`config.mk`:
```
export PLATFORM = sky130hd
export DESIGN_NAME = multi_channel_summing_accumulator_flat
export DESIGN_NICKNAME = d
export VERILOG_FILES = /design/src/rtl/multi_channel_summing_accumulator_if.sv /design/src/rtl/multi_channel_summing_accumulator.sv /design/src/flat_wrapper.sv
export SDC_FILE = /design/constraint.sdc
export NUM_CORES = 1
export LEC_CHECK = 0
export CAP_MARGIN = 20
export CORE_ASPECT_RATIO = 1.2
export CORE_MARGIN = 1.5
export CORE_UTILIZATION = 50
export CTS_BUF_LIST = sky130_fd_sc_hd__clkbuf_4 sky130_fd_sc_hd__clkbuf_8
export DETAILED_ROUTE_END_ITERATION = 6
export PLACE_DENSITY_LB_ADDON = 0.2
export SYNTH_ARGS = -nofsm -noshare
export SYNTH_HDL_FRONTEND = slang
export SYNTH_SLANG_ARGS = --single-unit
```
`constraint.sdc`:
```
create_clock -name clk -period 3.5 [get_ports clk]
set_input_delay 0.875 -clock clk [delete_from_list [all_inputs] [get_ports clk]]
set_output_delay 0.875 -clock clk [all_outputs]
set_load 0.005 [all_outputs]
```
`src/rtl/multi_channel_summing_accumulator_if.sv`:
```
// Beat-input and sum-output bus of multi_channel_summing_accumulator.
// The accumulator uses the slave modport; the producer/consumer side uses master.
interface multi_channel_summing_accumulator_if #(
  parameter int NUM_CHANNELS = 4,
  parameter int DATA_WIDTH   = 8,
  parameter int MAX_INPUTS   = 16
);
  localparam int CH_W  = (NUM_CHANNELS > 1) ? $clog2(NUM_CHANNELS) : 1;
  localparam int CNT_W = $clog2(MAX_INPUTS + 1);
  localparam int SUM_W = DATA_WIDTH + $clog2(MAX_INPUTS);

  logic                    valid_in;
  logic [CH_W-1:0]         ch_in;
  logic [DATA_WIDTH-1:0]   data_in;
  logic [CNT_W-1:0]        cfg_count;
  logic [NUM_CHANNELS-1:0] ready_out;
  logic                    sum_valid;
  logic                    sum_ready;
  logic [SUM_W-1:0]        sum_out;
  logic [CH_W-1:0]         sum_channel;
  logic [CNT_W-1:0]        sum_count;

  modport slave (
    input  valid_in, ch_in, data_in, cfg_count, sum_ready,
    output ready_out, sum_valid, sum_out, sum_channel, sum_count
  );

  modport master (
    output valid_in, ch_in, data_in, cfg_count, sum_ready,
    input  ready_out, sum_valid, sum_out, sum_channel, sum_count
  );
endinterface

```
`src/rtl/multi_channel_summing_accumulator.sv`:
```
// Per-channel running sums over a tagged beat stream; completed sums leave through
// one registered valid/ready output stage arbitrated round-robin across channels.
module multi_channel_summing_accumulator #(
  parameter int NUM_CHANNELS = 4,
  parameter int DATA_WIDTH   = 8,
  parameter int MAX_INPUTS   = 16,
  parameter int SIGNED_MODE  = 0
) (
  input logic clk,
  input logic rst,
  multi_channel_summing_accumulator_if.slave bus
);
  localparam int CH_W  = (NUM_CHANNELS > 1) ? $clog2(NUM_CHANNELS) : 1;
  localparam int CNT_W = $clog2(MAX_INPUTS + 1);
  localparam int SUM_W = DATA_WIDTH + $clog2(MAX_INPUTS);
  localparam int PAD_N = 2 ** CH_W;

  typedef enum logic [1:0] {
    ST_IDLE  = 2'd0,
    ST_ACCUM = 2'd1,
    ST_DONE  = 2'd2
  } state_e;

  state_e           state_r   [NUM_CHANNELS];
  state_e           state_n_s [NUM_CHANNELS];
  logic [SUM_W-1:0] acc_r     [NUM_CHANNELS];
  logic [SUM_W-1:0] acc_n_s   [NUM_CHANNELS];
  logic [CNT_W-1:0] cnt_r     [NUM_CHANNELS];
  logic [CNT_W-1:0] cnt_n_s   [NUM_CHANNELS];
  logic [CNT_W-1:0] tgt_r     [NUM_CHANNELS];
  logic [CNT_W-1:0] tgt_n_s   [NUM_CHANNELS];

  logic [NUM_CHANNELS-1:0] ready_s;
  logic [NUM_CHANNELS-1:0] hit_s;
  logic [PAD_N-1:0]        ready_pad_s;
  logic [PAD_N-1:0]        done_pad_s;
  logic                    accept_s;
  logic [CNT_W-1:0]        cfg_clamped_s;
  logic [SUM_W-1:0]        beat_ext_s;

  logic                    load_en_s;
  logic                    grant_found_s;
  logic                    grant_s;
  logic [CH_W-1:0]         grant_idx_s;
  logic [CH_W-1:0]         rr_ptr_r;

  logic                    sum_valid_r;
  logic [SUM_W-1:0]        sum_out_r;
  logic [CH_W-1:0]         sum_channel_r;
  logic [CNT_W-1:0]        sum_count_r;

  function automatic logic [SUM_W-1:0] ext_f(input logic [DATA_WIDTH-1:0] d);
    if (SIGNED_MODE != 0) begin
      ext_f = SUM_W'($signed(d));
    end else begin
      ext_f = SUM_W'(d);
    end
  endfunction

  // Accept decode: padded vectors give nonexistent channel IDs a zero ready bit,
  // so beats tagged with them are dropped.
  always_comb begin
    ready_pad_s = {PAD_N{1'b0}};
    done_pad_s  = {PAD_N{1'b0}};
    for (int c = 0; c < NUM_CHANNELS; c++) begin
      ready_s[c]     = (state_r[c] != ST_DONE);
      ready_pad_s[c] = ready_s[c];
      done_pad_s[c]  = (state_r[c] == ST_DONE);
    end
    accept_s = bus.valid_in && ready_pad_s[bus.ch_in];
    for (int c = 0; c < NUM_CHANNELS; c++) begin
      hit_s[c] = accept_s && (bus.ch_in == CH_W'(c));
    end
    if ((bus.cfg_count == {CNT_W{1'b0}}) || (bus.cfg_count > CNT_W'(MAX_INPUTS))) begin
      cfg_clamped_s = CNT_W'(MAX_INPUTS);
    end else begin
      cfg_clamped_s = bus.cfg_count;
    end
    beat_ext_s = ext_f(bus.data_in);
  end

  // Round-robin arbiter: first DONE channel at or after rr_ptr_r, wrapping upward.
  always_comb begin : arb_comb
    int              idx_v;
    logic [CH_W-1:0] cand_v;
    grant_found_s = 1'b0;
    grant_idx_s   = {CH_W{1'b0}};
    for (int k = 0; k < NUM_CHANNELS; k++) begin
      idx_v = int'(rr_ptr_r) + k;
      if (idx_v >= NUM_CHANNELS) begin
        idx_v = idx_v - NUM_CHANNELS;
      end else begin
        idx_v = idx_v;
      end
      cand_v = idx_v[CH_W-1:0];
      if (!grant_found_s && done_pad_s[cand_v]) begin
        grant_found_s = 1'b1;
        grant_idx_s   = cand_v;
      end else begin
        grant_found_s = grant_found_s;
      end
    end
    load_en_s = !sum_valid_r || bus.sum_ready;
    grant_s   = load_en_s && grant_found_s;
  end

  // Per-channel IDLE/ACCUM/DONE next-state and datapath.
  always_comb begin
    for (int c = 0; c < NUM_CHANNELS; c++) begin
      state_n_s[c] = state_r[c];
      acc_n_s[c]   = acc_r[c];
      cnt_n_s[c]   = cnt_r[c];
      tgt_n_s[c]   = tgt_r[c];
      case (state_r[c])
        ST_IDLE: begin
          if (hit_s[c]) begin
            tgt_n_s[c]   = cfg_clamped_s;
            acc_n_s[c]   = beat_ext_s;
            cnt_n_s[c]   = CNT_W'(1);
            state_n_s[c] = (cfg_clamped_s == CNT_W'(1)) ? ST_DONE : ST_ACCUM;
          end else begin
            state_n_s[c] = ST_IDLE;
          end
        end
        ST_ACCUM: begin
          if (hit_s[c]) begin
            acc_n_s[c]   = acc_r[c] + beat_ext_s;
            cnt_n_s[c]   = cnt_r[c] + CNT_W'(1);
            state_n_s[c] = ((cnt_r[c] + CNT_W'(1)) == tgt_r[c]) ? ST_DONE : ST_ACCUM;
          end else begin
            state_n_s[c] = ST_ACCUM;
          end
        end
        ST_DONE: begin
          if (grant_s && (grant_idx_s == CH_W'(c))) begin
            state_n_s[c] = ST_IDLE;
            acc_n_s[c]   = {SUM_W{1'b0}};
            cnt_n_s[c]   = {CNT_W{1'b0}};
          end else begin
            state_n_s[c] = ST_DONE;
          end
        end
        default: begin
          state_n_s[c] = ST_IDLE;
          acc_n_s[c]   = {SUM_W{1'b0}};
          cnt_n_s[c]   = {CNT_W{1'b0}};
        end
      endcase
    end
  end

  // Channel state, accumulator, count and target registers.
  always_ff @(posedge clk) begin
    for (int c = 0; c < NUM_CHANNELS; c++) begin
      if (rst) begin
        state_r[c] <= ST_IDLE;
        acc_r[c]   <= {SUM_W{1'b0}};
        cnt_r[c]   <= {CNT_W{1'b0}};
        tgt_r[c]   <= {CNT_W{1'b0}};
      end else begin
        state_r[c] <= state_n_s[c];
        acc_r[c]   <= acc_n_s[c];
        cnt_r[c]   <= cnt_n_s[c];
        tgt_r[c]   <= tgt_n_s[c];
      end
    end
  end

  // Single-entry output register and round-robin pointer.
  always_ff @(posedge clk) begin
    if (rst) begin
      sum_valid_r   <= 1'b0;
      sum_out_r     <= {SUM_W{1'b0}};
      sum_channel_r <= {CH_W{1'b0}};
      sum_count_r   <= {CNT_W{1'b0}};
      rr_ptr_r      <= {CH_W{1'b0}};
    end else if (grant_s) begin
      sum_valid_r   <= 1'b1;
      sum_out_r     <= acc_r[grant_idx_s];
      sum_channel_r <= grant_idx_s;
      sum_count_r   <= cnt_r[grant_idx_s];
      rr_ptr_r      <= (grant_idx_s == CH_W'(NUM_CHANNELS - 1)) ? {CH_W{1'b0}}
                                                                : grant_idx_s + CH_W'(1);
    end else if (load_en_s) begin
      sum_valid_r   <= 1'b0;
    end else begin
      sum_valid_r   <= sum_valid_r;
    end
  end

  assign bus.ready_out   = ready_s;
  assign bus.sum_valid   = sum_valid_r;
  assign bus.sum_out     = sum_out_r;
  assign bus.sum_channel = sum_channel_r;
  assign bus.sum_count   = sum_count_r;
endmodule
```
`src/flat_wrapper.sv`:
```
// flat-port wrapper written by rule: the top's interface ports become plain ports
module multi_channel_summing_accumulator_flat 
#(
  parameter int NUM_CHANNELS = 4,
  parameter int DATA_WIDTH   = 8,
  parameter int MAX_INPUTS   = 16,
  parameter int SIGNED_MODE  = 0
)
  (clk, rst, bus_valid_in, bus_ch_in, bus_data_in, bus_cfg_count, bus_sum_ready, bus_ready_out, bus_sum_valid, bus_sum_out, bus_sum_channel, bus_sum_count);
  multi_channel_summing_accumulator_if #(.NUM_CHANNELS(NUM_CHANNELS), .DATA_WIDTH(DATA_WIDTH), .MAX_INPUTS(MAX_INPUTS)) bus_i ();
  input logic clk;
  input logic rst;
  input wire logic [$bits(bus_i.valid_in)-1:0] bus_valid_in;
  input wire logic [$bits(bus_i.ch_in)-1:0] bus_ch_in;
  input wire logic [$bits(bus_i.data_in)-1:0] bus_data_in;
  input wire logic [$bits(bus_i.cfg_count)-1:0] bus_cfg_count;
  input wire logic [$bits(bus_i.sum_ready)-1:0] bus_sum_ready;
  output wire logic [$bits(bus_i.ready_out)-1:0] bus_ready_out;
  output wire logic [$bits(bus_i.sum_valid)-1:0] bus_sum_valid;
  output wire logic [$bits(bus_i.sum_out)-1:0] bus_sum_out;
  output wire logic [$bits(bus_i.sum_channel)-1:0] bus_sum_channel;
  output wire logic [$bits(bus_i.sum_count)-1:0] bus_sum_count;
  assign bus_i.valid_in = bus_valid_in;
  assign bus_i.ch_in = bus_ch_in;
  assign bus_i.data_in = bus_data_in;
  assign bus_i.cfg_count = bus_cfg_count;
  assign bus_i.sum_ready = bus_sum_ready;
  assign bus_ready_out = bus_i.ready_out;
  assign bus_sum_valid = bus_i.sum_valid;
  assign bus_sum_out = bus_i.sum_out;
  assign bus_sum_channel = bus_i.sum_channel;
  assign bus_sum_count = bus_i.sum_count;
  multi_channel_summing_accumulator #(.NUM_CHANNELS(NUM_CHANNELS), .DATA_WIDTH(DATA_WIDTH), .MAX_INPUTS(MAX_INPUTS), .SIGNED_MODE(SIGNED_MODE)) u_core (.clk(clk), .rst(rst), .bus(bus_i));
endmodule
```
==> impl_metrics.csv, run 1 <==
group,metric,value,unit
min_path,holdPathStages,2,
power_and_ir_drop,leakagePower,3.34,nW
sta,post_route_setup_tns,0,ns
layout,utilization,59.6,%
place,gp_congestion,0.918,
cts,cts.repair.resized,0,
status,run_status,"finished, final reports clean",
sta,worst_slew_pin_slew,0.775,ns
power_and_ir_drop,pwr-share-clk,44.9,%
synthesis,postSynth.asyncResetShare,0,%
cts,clock_tree.htree_level_count,4,
place,dpl.hpwl,16400,um
critical_path,worst-endpoint-required,2.62,ns
layout,final_nets,1028,
grt,grt_total_usage,28.4,%
grt,global_route.overflow_total,0,
sta,grt_setup_unrepaired,"false",
cts,postCtsHoldBufs,0,
sta,finClkSkew,0.0108,ns
floorplanning,fp-row-count,49,
detailed_routing,route.detailed.drc,0,
place,placement.cell_area,8500,um2
critical_path,timing.reg2reg.setup_slack,0.72,ns
detailed_routing,antenna_violating_nets_post_route,0,
power_and_ir_drop,max-vdd-ir-drop,0.000221,V
cts,cts.path.max_buffers,2,
power_and_ir_drop,p_per_area,387,nW/um2
grt,wire_length_of_the_first_global_routing_pass,35700,um
place,place_ws,-0.0803,ns
floorplanning,fp.dieW,117,um
synthesis,yosys_warnings,0,
critical_path,slowest_delay,0.65,ns
critical_path,r2r-start,"u_core.state_r[2][1]",
synthesis,share_of_the_yosys_chip_area_belonging_to_registers,30.5,%
critical_path,setup.worst_path.start_class,"flop",
job,max_cap_viol_count,0,
sta,fin_crit,3.18,ns
detailed_routing,routed_wl,22100,um
sta,postLayoutSetupSlackWorst,0.316,ns
detailed_routing,vias,7090,
sta,max_slew_margin,48.3,%
floorplanning,core_area,15100,um2
detailed_routing,via_per_inst,5.98,
detailed_routing,detailedRoute.firstPassIterationCount,5,
synthesis,synth.area.mux_share,10.9,%
cts,clock_sink_count,118,
floorplanning,die_height,139,um
detailed_routing,drtIter0Drc,519,
sta,final-hold-violation-count,0,
synthesis,adder_cell_area_share_of_the_yosys_netlist,7.00,%
grt,pin_count_of_the_biggest_net_entering_global_routing,77,
floorplanning,design.die.area,16300,um2
synthesis,synthCells,912,
synthesis,post_synth_num_cell_types,82,
place,port-buffer-count,42,
sta,maxClockFrequency,314,MHz
layout,ant_diodes,0,
power_and_ir_drop,seqPwrFrac,40.4,%
synthesis,largest_family_of_logic_cells_by_synthesized_area,"compound AO/OA/AOI/OAI gates",
critical_path,reg2reg_depth,7,
synthesis,synth_xor_xnor_area_share,5.54,%
cts,clock_root_buffer,"sky130_fd_sc_hd__clkbuf_8",
critical_path,cp_num_cells,3,
synthesis,synth-simple-area-share,19.0,%
cts,clock_latency,0.46,ns
critical_path,end_kind,"output pin",
grt,first_global_vias,6869,
sta,setup_viol,0,
power_and_ir_drop,p_int,0.00254,W
power_and_ir_drop,share_comb_of_total_power,14.7,%
critical_path,path_cells,"nor2b_1, inv_1, clkdlybuf4s50_1",
synthesis,synth-compound-area-share,23.0,%
power_and_ir_drop,p_sw_share,27.2,%
critical_path,criticalPathCategory,"reg -> out",
critical_path,worstPathArrival,2.31,ns
cts,tritoncts,"yes",
min_path,timing.hold.worst_endpoint,"u_core.bus.sum_channel[1]",
critical_path,path_max_fanout,14,
cts,clk_transition_reported_paths,0.08,ns
synthesis,synth_flop_cell,"sky130_fd_sc_hd__dfxtp_1",
synthesis,synth_fp_nets,972,
synthesis,synth_area_per_cell,8.50,um2
synthesis,postSynthRegisterBits,118,
critical_path,crit-reg2reg-capture,"u_core.bus.sum_out[7]",
critical_path,cp_num_buf_inv,2,
critical_path,cpMaxStageDelayCell,"sky130_fd_sc_hd__dfxtp_1",
cts,cts_setup_buffers,0,
synthesis,synth-edff-count,0,
sta,finalMaxSlewViolations,0,
power_and_ir_drop,power.net_switching,0.000946,W
layout,syn2layout_area_growth,16.0,%
floorplanning,floorplan.initialDensity,51.4,%
grt,number_of_antenna_violations_at_the_first_check_in_global_routing,0,
min_path,hp-class,"reg -> reg",
cts,num_cts_buffers,17,
min_path,min-delay-start,"u_core.bus.sum_channel[1]",
layout,stdcell_area,8990,um2
detailed_routing,post_drt_wl_per_cell,18.6,um
critical_path,worst_path_dominant_cell_family,"buffers and inverters",
layout,drive_above_1_share,12.7,%
sta,worst_hold_slack,0.474,ns
synthesis,syn-cell-area,7750,um2
sta,layout_worst_path_cycle_share,91.0,%
floorplanning,io_pins,43,
layout,final.fill_count,1385,
cells by family (layout without fill, tap and decap cells):
| family | Yosys count | count (layout) |
|---|---|---|
| DFF | 118 | 118 |
| and+or+nand+nor | 281 | 281 |
| xor gates and xnor gates | 49 | 49 |
| muxes | 81 | 81 |
| adders and majority gates | 41 | 41 |
| buffers and inverters | 63 | 132 |
| AOI/OAI and AO/OA | 279 | 279 |
routing by layer:
layer / wire (um) / track usage (%)
met4: 732 / 13.1
met2: 10400 / 45.7
met1: 9910 / 37.3
met5: 0 / 0
met3: 991 / 4.09
cells in the final DEF (no fill, tap or decap), drive strengths merged, types with 19 or more instances in the layout:
cell,count
xnor2,37
nor2,71
ha,37
mux2i,53
nand2,52
a211oi,19
nor3,26
a31oi,19
o21ai,83
dfxtp,118
clkdlybuf4s50,41
buf,41
nand3b,21
a21oi,81
mux2,28
inv,19
nand3,30
power groups by stage:
stage          Clock [W]  Sequential, W  Combinational (W)
3_5_place_dp           0        0.00144           0.000505
4_1_cts          0.00158        0.00141           0.000508
2_1_floorplan          0        0.00142           0.000358
3_3_place_gp           0        0.00144           0.000501
6_report         0.00156        0.00141           0.000513
5_1_grt          0.00163        0.00141           0.000561
area by class of cell:
class	instances	area, um2	share of cell area [%]
multi-input cells	731	5080	56.5
flip-flops and latches	118	2360	26.3
repair buffers	82	731	8.13
well taps	204	255	2.84
clock buffers	18	248	2.75
clock inverters	14	246	2.74
inverters	18	67.6	0.751
sequential cells by signal, indices dropped and copies added (netlist names):
signal and count:
u_core.cnt_r 20, u_core.rr_ptr_r 2, u_core.state_r 8, u_core.tgt_r 20
u_core.acc_r 48, u_core.bus.sum_channel 2, u_core.bus.sum_out 12, u_core.bus.sum_valid 1
u_core.bus.sum_count 5
cells in the mapped netlist, drive strengths merged (3+ instances only):
| master | number | share of area (%) |
|---|---|---|
| clkbuf | 27 | 1.3 |
| a211oi | 19 | 1.9 |
| nor3 | 26 | 1.8 |
| inv | 17 | 0.82 |
| a31oi | 19 | 1.9 |
| o21ai | 83 | 5.4 |
| nor2b | 14 | 1.3 |
| a2111oi | 4 | 0.45 |
| fa | 4 | 1.0 |
| o21a | 13 | 1.3 |
| nand3 | 30 | 2.0 |
| o21bai | 5 | 0.48 |
| a21o | 10 | 0.98 |
| xor2 | 12 | 1.4 |
| a311oi | 5 | 0.65 |
| dfxtp | 118 | 30 |
| a21oi | 81 | 5.6 |
| nand2b | 12 | 0.97 |
| a221oi | 3 | 0.34 |
| or4 | 3 | 0.29 |
| xnor2 | 37 | 4.2 |
| a211o | 4 | 0.45 |
| a21boi | 3 | 0.29 |
| mux2i | 53 | 6.8 |
| nand2 | 52 | 2.5 |
| and2 | 5 | 0.40 |
| nor4 | 3 | 0.24 |
| and3 | 7 | 0.56 |
| o211ai | 6 | 0.58 |
| o31ai | 6 | 0.58 |
| nand3b | 21 | 2.0 |
| nand4 | 6 | 0.48 |
| buf | 18 | 1.9 |
| or3 | 17 | 1.4 |
| nor2 | 71 | 3.5 |
| nand4b | 3 | 0.34 |
| mux2 | 28 | 4.1 |
| ha | 37 | 6.0 |
worst min-delay path, stage by stage, from the launching register on:
cell                      delay [ns]
sky130_fd_sc_hd__dfxtp_1        0.32
sky130_fd_sc_hd__nand2_1        0.05
sky130_fd_sc_hd__a21oi_1        0.06
worst max path at each step:
stage                           to                  from  slack (ns)
6_report          bus_ready_out[0]  u_core.state_r[0][1]        0.32
5_1_grt        u_core.acc_r[3][10]        bus_data_in[0]        0.18
3_3_place_gp   u_core.acc_r[0][10]        bus_data_in[0]       -0.04
3_5_place_dp   u_core.acc_r[0][10]        bus_data_in[0]       -0.08
2_1_floorplan  u_core.acc_r[0][10]        bus_data_in[0]        0.61
4_1_cts           bus_ready_out[0]  u_core.state_r[0][1]        0.32
metrics by stage:
| step | std cells | power (W) |
|---|---|---|
| after global routing | 1185 | 0.00360 |
| after floorplan | 912 | 0.00178 |
| after detailed placement | 1153 | 0.00194 |
| final | 1185 | 0.00348 |
| after global placement | 1153 | 0.00194 |
| after CTS | 1185 | 0.00349 |
Note: power is estimated with default switching activity, not from simulation.
==> inputs of run 2 (changes only) <==
==> constraint.sdc (replaced) <==
create_clock -name clk -period 3.5 [get_ports clk]
set_input_delay 0.875 -clock clk [delete_from_list [all_inputs] [get_ports clk]]
set_output_delay 0.875 -clock clk [all_outputs]
set_load 0.05 [all_outputs]
==> run 2 against run 1 <==
Non-clock buffer count is 1 lower. Critical path type unchanged. Largest cell class unchanged. Clock power down 17%. Largest power group is now sequential cells. Clock-buffer cell count increased by 6. Register-to-register slack got worse by 0.04 ns. Via count barely moved. Maximum frequency shrank 3.3%. Design area down 1.2%. Critical endpoint unchanged. Worst setup slack got worse by 0.11 ns.
==> impl_metrics.csv, run 2 (synthesis results as in run 1) <==
group,metric,value,unit
status,run_status,"finished, final reports clean",
floorplanning,die_height,139,um
floorplanning,fp-row-count,49,
cts,cts.path.max_buffers,2,
critical_path,reg2reg_depth,8,
layout,registers.top_by_ff_count,"u_core.acc_r",
floorplanning,design.die.area,16300,um2
critical_path,criticalPathCategory,"reg -> out",
sta,finClkSkew,0.0129,ns
layout,utilization,58.9,%
place,gp_congestion,0.928,
cts,clock_tree.htree_level_count,4,
critical_path,crit-reg2reg-capture,"u_core.acc_r[1][8]",
detailed_routing,via_per_inst,5.99,
layout,layout_commonest_cell,"sky130_fd_sc_hd__dfxtp_1",
layout,most-common-layout-cells,"sky130_fd_sc_hd__dfxtp_1 (118), sky130_fd_sc_hd__o21ai_0 (81), sky130_fd_sc_hd__a21oi_1 (77), sky130_fd_sc_hd__nor2_1 (70), sky130_fd_sc_hd__mux2i_1 (53)",
critical_path,end_kind,"output pin",
detailed_routing,vias,7089,
grt,grt_total_usage,27.8,%
cts,cts_setup_buffers,0,
detailed_routing,post_drt_wl_per_cell,18.3,um
cts,clock_sink_count,118,
place,placed_cells,1152,
sta,fin_crit,3.29,ns
sta,worst_slew_pin_slew,0.788,ns
sta,final-hold-violation-count,0,
cts,postCtsHoldBufs,0,
cts,clock_root_buffer,"sky130_fd_sc_hd__clkbuf_8",
cts,tritoncts,"yes",
sta,finalMaxSlewViolations,0,
power_and_ir_drop,report.power.total,0.00322,W
layout,layoutNonFillerInstCount,1184,
min_path,min-delay-start,"u_core.bus.sum_channel[1]",
power_and_ir_drop,max-vdd-ir-drop,0.000178,V
grt,wire_length_of_the_first_global_routing_pass,34900,um
detailed_routing,drtIter0Drc,534,
place,port-buffer-count,42,
critical_path,timing.reg2reg.setup_slack,0.68,ns
detailed_routing,antenna_violating_nets_post_route,0,
critical_path,r2r-start,"u_core.state_r[1][1]",
sta,layout_worst_path_cycle_share,94.1,%
detailed_routing,routed_wl,21700,um
sta,post_route_setup_tns,0,ns
critical_path,path_max_fanout,14,
grt,global_route.overflow_total,0,
layout,final_nets,1027,
layout,largestRegisters,"u_core.acc_r x48, u_core.cnt_r x20, u_core.tgt_r x20",
power_and_ir_drop,p_per_area,362,nW/um2
layout,largest_reg_flops,48,
floorplanning,floorplan.initialDensity,51.4,%
critical_path,setup.worst_path.start_class,"flop",
grt,number_of_antenna_violations_at_the_first_check_in_global_routing,0,
critical_path,worst-endpoint-required,2.62,ns
cts,clk_transition_reported_paths,0.07,ns
layout,syn2layout_area_growth,14.7,%
sta,grt_setup_unrepaired,"false",
sta,max_slew_margin,47.5,%
place,dpl.hpwl,16400,um
sta,setup_viol,0,
grt,first_global_vias,6630,
min_path,timing.hold.worst_endpoint,"u_core.bus.sum_channel[1]",
detailed_routing,detailedRoute.firstPassIterationCount,5,
cts,cts.repair.resized,0,
detailed_routing,route.detailed.drc,0,
floorplanning,fp.dieW,117,um
grt,pin_count_of_the_biggest_net_entering_global_routing,72,
layout,ant_diodes,0,
power_and_ir_drop,leakagePower,3.30,nW
sta,maxClockFrequency,304,MHz
min_path,hp-class,"reg -> reg",
min_path,holdPathStages,2,
cts,num_cts_buffers,17,
layout,drive_above_1_share,12.8,%
cts,clock_latency,0.46,ns
floorplanning,core_area,15100,um2
floorplanning,io_pins,43,
job,max_cap_viol_count,0,
critical_path,cp-startpoint,"u_core.state_r[0][1]",
critical_path,worstPathArrival,2.42,ns
## run 2: cell types whose count changed in the layout (fill, tap and decap cells not counted), sizes merged
cell / change
buf: -1
bufinv: -4
clkbuf: +6
clkinv: +2
clkinvlp: -2
inv: -2
## run 2: through the flow
step / setup slack (ns) / instance area (um2) / hold WS (ns)
detailed placement: -0.0749 / 8480 / 0.458
global route: 0.0763 / 8890 / 0.485
CTS: 0.0557 / 8890 / 0.468
global placement: -0.0362 / 8480 / 0.452
finish: 0.208 / 8890 / 0.471
floorplan: 0.608 / 7750 / 0.437
## run 2: layer usage
layer | track usage [%] | up-vias | part of all wire (%)
li1 | - | 3488 | -
met1 | 36.6 | 3376 | 44
met3 | 4.92 | 30 | 4.9
met4 | 10.0 | 0 | 2.3
met2 | 45.4 | 195 | 48
met5 | 0 | - | 0
## run 2: where the power goes
part	switching, W	internal (W)	total (W)
sequential	0.0000319	0.00137	0.00141
clock	0.000567	0.000728	0.00129
combinational	0.000302	0.000217	0.000520
total	0.000901	0.00232	0.00322
## run 2: layout make-up
type	count	area (um2)
well taps	204	255
flip-flops and latches	118	2360
clock buffers	24	312
multi-input cells	731	5080
clock inverters	8	96.3
fillers	1431	6190
repair buffers	81	711
inverters	18	67.6
## run 2: worst max-delay path, stage by stage, from the launching register on
cell and delay (ns):
sky130_fd_sc_hd__dfxtp_1 0.64, sky130_fd_sc_hd__nor2b_2 0.39, sky130_fd_sc_hd__inv_1 0.17, sky130_fd_sc_hd__clkdlybuf4s50_1 0.75
## run 2: how the worst max path moves through the flow
stage | to | slack [ns] | cells past startpoint
global route | bus_ready_out[0] | 0.08 | 3
CTS | bus_ready_out[0] | 0.06 | 3
floorplan | u_core.acc_r[0][10] | 0.61 | 8
global placement | u_core.acc_r[0][10] | -0.04 | 9
finish | bus_ready_out[0] | 0.21 | 3
detailed placement | u_core.acc_r[0][10] | -0.07 | 9
==> inputs of run 3 (changes only) <==
--- a/config.mk
+++ b/config.mk
@@ -5,12 +5,12 @@
 export SDC_FILE = /design/constraint.sdc
 export NUM_CORES = 1
 export LEC_CHECK = 0
-export CAP_MARGIN = 20
 export CORE_ASPECT_RATIO = 1.2
 export CORE_MARGIN = 1.5
 export CORE_UTILIZATION = 50
 export CTS_BUF_LIST = sky130_fd_sc_hd__clkbuf_4 sky130_fd_sc_hd__clkbuf_8
 export DETAILED_ROUTE_END_ITERATION = 6
+export HOLD_SLACK_MARGIN = 0.08
 export PLACE_DENSITY_LB_ADDON = 0.2
 export SYNTH_ARGS = -nofsm -noshare
 export SYNTH_HDL_FRONTEND = slang
==> results of run 3 <==
Final layout, timing and power as in run 2 (identical DEF).
